==> src/rtl/rpn_sequencer.sv <==
// Program sequencer for an RPN stack calculator: runs a small program memory
// one instruction per step and issues push/op commands while tracking stack depth.
module rpn_sequencer #(
  parameter int PROG_DEPTH = 32,
  parameter int MAX_DEPTH  = 1023
) (
  input  logic        step,
  input  logic        nrst,
  input  logic        prog_we,
  input  logic [4:0]  prog_addr,
  input  logic [18:0] prog_data,
  input  logic        start,
  input  logic [9:0]  cnt,
  input  logic [15:0] calc_out,
  output logic        push,
  output logic [15:0] d,
  output logic [1:0]  op,
  output logic        busy,
  output logic        done,
  output logic        err,
  output logic [1:0]  err_code,
  output logic [4:0]  pc,
  output logic [15:0] result
);

  localparam int PCW = 5;
  localparam int DW  = 10;
  localparam logic [PCW-1:0] PC_LAST   = PCW'(PROG_DEPTH - 1);
  localparam logic [DW-1:0]  DEPTH_MAX = DW'(MAX_DEPTH);

  localparam logic [2:0] OPC_NOP  = 3'b000;
  localparam logic [2:0] OPC_PUSH = 3'b001;
  localparam logic [2:0] OPC_NEG  = 3'b010;
  localparam logic [2:0] OPC_ADD  = 3'b011;
  localparam logic [2:0] OPC_MUL  = 3'b100;
  localparam logic [2:0] OPC_HALT = 3'b111;

  localparam logic [1:0] ERR_END   = 2'b00;
  localparam logic [1:0] ERR_UNDER = 2'b01;
  localparam logic [1:0] ERR_OVER  = 2'b10;
  localparam logic [1:0] ERR_ILL   = 2'b11;

  typedef enum logic [1:0] {
    S_IDLE  = 2'b00,
    S_RUN   = 2'b01,
    S_DONE  = 2'b10,
    S_ERROR = 2'b11
  } state_t;

  state_t          state_r;
  logic [PCW-1:0]  pc_r;
  logic [DW-1:0]   depth_r;
  logic [15:0]     result_r;
  logic [1:0]      err_code_r;
  logic [18:0]     mem_r [0:PROG_DEPTH-1];

  logic [18:0]     instr_s;
  logic            push_s;
  logic [15:0]     d_s;
  logic [1:0]      op_s;
  logic            fault_s;
  logic [1:0]      fault_code_s;
  logic            halt_s;
  logic [DW-1:0]   depth_nxt_s;

  // Program memory write port; contents deliberately survive reset.
  always_ff @(posedge step) begin
    if (prog_we && (state_r != S_RUN)) begin
      mem_r[prog_addr] <= prog_data;
    end
  end

  // Decode the current instruction; a faulting instruction issues no command.
  always_comb begin
    instr_s      = mem_r[pc_r];
    push_s       = 1'b0;
    d_s          = 16'd0;
    op_s         = 2'b00;
    fault_s      = 1'b0;
    fault_code_s = ERR_END;
    halt_s       = 1'b0;
    depth_nxt_s  = depth_r;
    if (state_r == S_RUN) begin
      case (instr_s[18:16])
        OPC_NOP: op_s = 2'b00;
        OPC_PUSH: begin
          if (depth_r == DEPTH_MAX) begin
            fault_s      = 1'b1;
            fault_code_s = ERR_OVER;
          end else begin
            push_s      = 1'b1;
            d_s         = instr_s[15:0];
            depth_nxt_s = depth_r + 10'd1;
          end
        end
        OPC_NEG: begin
          if (depth_r < 10'd1) begin
            fault_s      = 1'b1;
            fault_code_s = ERR_UNDER;
          end else begin
            op_s = 2'b01;
          end
        end
        OPC_ADD, OPC_MUL: begin
          if (depth_r < 10'd2) begin
            fault_s      = 1'b1;
            fault_code_s = ERR_UNDER;
          end else begin
            op_s        = (instr_s[18:16] == OPC_ADD) ? 2'b10 : 2'b11;
            depth_nxt_s = depth_r - 10'd1;
          end
        end
        OPC_HALT: halt_s = 1'b1;
        default: begin
          fault_s      = 1'b1;
          fault_code_s = ERR_ILL;
        end
      endcase
    end else begin
      halt_s = 1'b0;
    end
  end

  // Sequencer state machine: pc, depth tracking, status and result capture.
  always_ff @(posedge step or negedge nrst) begin
    if (!nrst) begin
      state_r    <= S_IDLE;
      pc_r       <= 5'd0;
      depth_r    <= 10'd0;
      result_r   <= 16'd0;
      err_code_r <= 2'b00;
    end else begin
      case (state_r)
        S_RUN: begin
          if (fault_s) begin
            state_r    <= S_ERROR;
            err_code_r <= fault_code_s;
          end else if (halt_s) begin
            state_r  <= S_DONE;
            result_r <= calc_out;
          end else begin
            depth_r <= depth_nxt_s;
            // The last slot issues its command, then stops rather than wrapping.
            if (pc_r == PC_LAST) begin
              state_r    <= S_ERROR;
              err_code_r <= ERR_END;
            end else begin
              pc_r <= pc_r + 5'd1;
            end
          end
        end
        S_IDLE, S_DONE, S_ERROR: begin
          if (start) begin
            state_r    <= S_RUN;
            pc_r       <= 5'd0;
            depth_r    <= cnt;
            err_code_r <= 2'b00;
          end else if (prog_we) begin
            state_r <= S_IDLE;
          end else begin
            state_r <= state_r;
          end
        end
        default: state_r <= S_IDLE;
      endcase
    end
  end

  assign push     = push_s;
  assign d        = d_s;
  assign op       = op_s;
  assign busy     = (state_r == S_RUN);
  assign done     = (state_r == S_DONE);
  assign err      = (state_r == S_ERROR);
  assign err_code = err_code_r;
  assign pc       = pc_r;
  assign result   = result_r;

endmodule

==> config.mk <==
export PLATFORM = sky130hd
export DESIGN_NAME = rpn_sequencer
export DESIGN_NICKNAME = d
export VERILOG_FILES = /design/src/rtl/rpn_sequencer.sv
export SDC_FILE = /design/constraint.sdc
export NUM_CORES = 1
export LEC_CHECK = 0
export ABC_AREA = 0
export BUFFER_PORTS_ARGS = -buffer_cell sky130_fd_sc_hd__buf_2
export CAP_MARGIN = 25
export CORE_ASPECT_RATIO = 1.1
export CORE_UTILIZATION = 35
export CTS_BUF_LIST = sky130_fd_sc_hd__clkbuf_4
export CTS_CLUSTER_DIAMETER = 150
export DETAILED_ROUTE_END_ITERATION = 16
export PLACE_DENSITY = 0.5
export SLEW_MARGIN = 20
export SYNTH_ARGS = -nofsm -noshare
export SYNTH_HDL_FRONTEND = slang
export SYNTH_SLANG_ARGS = --single-unit
==> constraint.sdc <==
create_clock -name step -period 5 [get_ports step]
set_input_delay 0.5 -clock step [delete_from_list [all_inputs] [get_ports step]]
set_output_delay 0.5 -clock step [all_outputs]
set_load 0.005 [all_outputs]
==> out/results.txt <==
CP Launch Type: flop
num rows: 103
Overflow after GRT: 0
clock tree buffer depth: 3
Die X: 260 um
Chip Height: 286 um
vias per cell: 5.28
Lkg Pwr: 9.88 nW
Detailed Place HPWL: 37.8 mm
Routability Congestion: 0.794
CTS tree: built
Setup TNS: 0 ns
Clk pin slew, worst setup/hold paths: 0.06 ns
CP delay by family, top: multiplexers
Slew headroom: 30.2%
RSZ-0062 raised after global routing: false
synthesized-area fraction occupied by adder cells: 0.391%
Syn Area/Cell: 20.5 um2
commonest non-fill, non-tap cell in the layout: edfxtp_1
PD cells: 498 mW/mm2
data arrival time of the critical path: 4.28 ns
mux cell area share after synthesis: 17.0%
Port Buf Inserts: 98
Area growth syn-to-layout: 17.7%
most prevalent standard cell on the critical path: mux4_2
Mapped Cells: 1251
drt first-iter violations: 943
Compound-Gate Fraction of Synth Area: 3.11%
IO Count: 99
Synth cell types: 71
Initial Util: 35.5%
Routed wire per std cell: 25.7 um
fraction of layout cells with a size suffix above 1: 38.5%
worst skew pair latency: 1.01 ns
endpoints failing setup: 0
Final min period: 4.78 ns
placed insts: 2278
worst-case vdd ir drop: 293 uV
clk sink count: 643
most frequent cells in the layout: 608 x edfxtp_1, 242 x clkbuf_4, 156 x mux4_2
vias in the first global route: 14400
Slew Viols, Final: 0
Synth Area in XOR/XNOR: 0%
ANT nets after route: 0
Min Hold Slack: 0.185 ns
crit-path cells: buf_12 -> buf_6 -> mux4_2 -> mux4_2 -> mux2i_1 -> nor2_1 -> buf_2
total wire length: 67.4 mm
CP required: 4.50 ns
Worst Clk Skew: 0.0458 ns
largest net degree at the start of global routing: 62
max-cap violations: 0
Mapped Area: 0.0256 mm2
Synthesis Warnings: 0
Peak Freq: 209 MHz
CTS H-tree lvls: 4
CP Max Fanout: 44
clock buffer count from CTS: 169
Post-synth EDFFs: 608
main flop type after synthesis: edfxtp_1
Max stage delay on crit path: 0.69 ns
Non-Filler Instances: 2619
FF+latch count, synth: 643
Post-synth ARST share: 5.44%
Total GRT Usage: 18.5%
Slowest cell on crit path: dfrtp_4
CP Buf/Inv Count: 3
part of the Yosys area used for sequential elements: 74.7%
Worst Max-Slew Pin Slew: 1.05 ns
period utilisation layout: 95.7%
Worst Setup End Kind: output port
initial antenna violation count: 3
Nets: 1618
Root Buffer: clkbuf_4
main combinational cell family by area after synthesis: multiplexers
Pre-Repair DR Iteration Count: 7
simple logic cell fraction of the synthesized area: 3.42%
status: complete, no violations
Final Hold Viols: 0
Die Area: 0.0742 mm2
worst setup path class: flop to output port
Hold Path Class: input port to async pin
core area: 0.0720 mm2
first-pass GRT wire length: 97.0 mm
DRC: 0
Vias: 13800
synthesized net count: 1313
-- sequential cells by signal (all words and copies together) (netlist names) --
signal    cells
result       16
err_code      2
mem_r       608
depth_r      10
state_r       2
pc            5
-- logic make-up after synthesis --
kind of cell,count (synthesis)
AOI/OAI and AO/OA,110
adders and majority gates,8
buffers and inverters,76
DFF,643
muxes,237
and+or+nand+nor,177
-- metrics by stage --
step | cell area [um2] | power, mW | utilization (%) | setup WS (ns)
global route | 30100 | 15.8 | 41.8 | 0.0206
detailed placement | 27400 | 10.6 | 38.1 | 0.456
global placement | 27400 | 10.5 | 38.1 | 0.541
CTS | 30100 | 15.2 | 41.8 | 0.00118
finish | 30100 | 15.0 | 41.8 | 0.216
floorplan | 25600 | 9.34 | - | 0.996
-- report_power, final --
part | internal [mW] | switching (mW) | leakage, nW
clock | 2.38 | 2.14 | 1.25
sequential | 6.09 | 0.217 | 5.88
combinational | 1.95 | 2.23 | 2.74
total | 10.4 | 4.59 | 9.88
-- final cells by class --
class / instances / area (um2)
Fill cell: 6435 / 41900
Sequential cell: 643 / 19100
Multi-Input combinational cell: 532 / 6200
Clock buffer: 242 / 1820
Timing Repair Buffer: 199 / 1440
Tap cell: 945 / 1180
Clock inverter: 43 / 299
Inverter: 11 / 41.3
Antenna cell: 4 / 10.0
-- worst reg2reg max path: stages (launching register included) --
cell           delay [ns]
dfrtp_4              0.69
buf_12               0.25
mux4_2               0.53
o22ai_1              0.17
nor2_1               0.11
a21oi_1              0.31
inv_1                0.11
ha_1                 0.30
a22oi_1              0.18
nor2_1               0.11
nor3_1               0.15
nand3_1              0.12
o211ai_2             0.14
nand3b_2             0.46
o21ai_0              0.23
nand2_1              0.09
dlygate4sd3_1        0.56
-- per-layer routing --
layer / up-vias / share of wire, % / track usage, %
met5: - / 0.012 / 0
met4: 2 / 2.2 / 6.76
met3: 99 / 5.7 / 4.15
met2: 487 / 48 / 29.3
met1: 7316 / 44 / 24.9
li1: 5936 / - / -
-- cells in the mapped netlist (14+ instances only) --
cell type,instances,area (um2)
edfxtp_1,608,18300
mux4_2,156,3510
nor2_1,67,251
mux2i_1,64,641
dfrtp_1,35,876
nand2_1,34,128
clkbuf_1,33,124
a21oi_1,23,115
buf_2,19,95.1
o21ai_0,15,75.1
o221ai_1,15,131
mux2_2,14,158
-- repair_timing --
item,in CTS,in global routing
gates resized for setup,6,4
hold endpoints to repair,677,0
hold buffers,49,0
buffers inserted,1,1
endpoints found under the setup margin,14,10
cloned,0,0
-- path summary, 6_finish.rpt --
kind	cells past startpoint	endpoint	from	slack (ns)
setup / recovery	7	d[2]	pc[0]$_DFFE_PN0P_	0.22
hold / removal	2	result[7]$_DFFE_PN0P_	nrst	0.19
setup reg to reg	16	state_r[0]$_DFFE_PN0P_	pc[0]$_DFFE_PN0P_	0.39
hold reg to reg	1	result[6]$_DFFE_PN0P_	result[6]$_DFFE_PN0P_	0.49
max in group asynchronous	2	pc[0]$_DFFE_PN0P_	nrst	4.17
min in group step	3	mem_r[30][9]$_DFFE_PP_	prog_addr[3]	0.19
No activity file was read; power rests on OpenSTA's default activity.
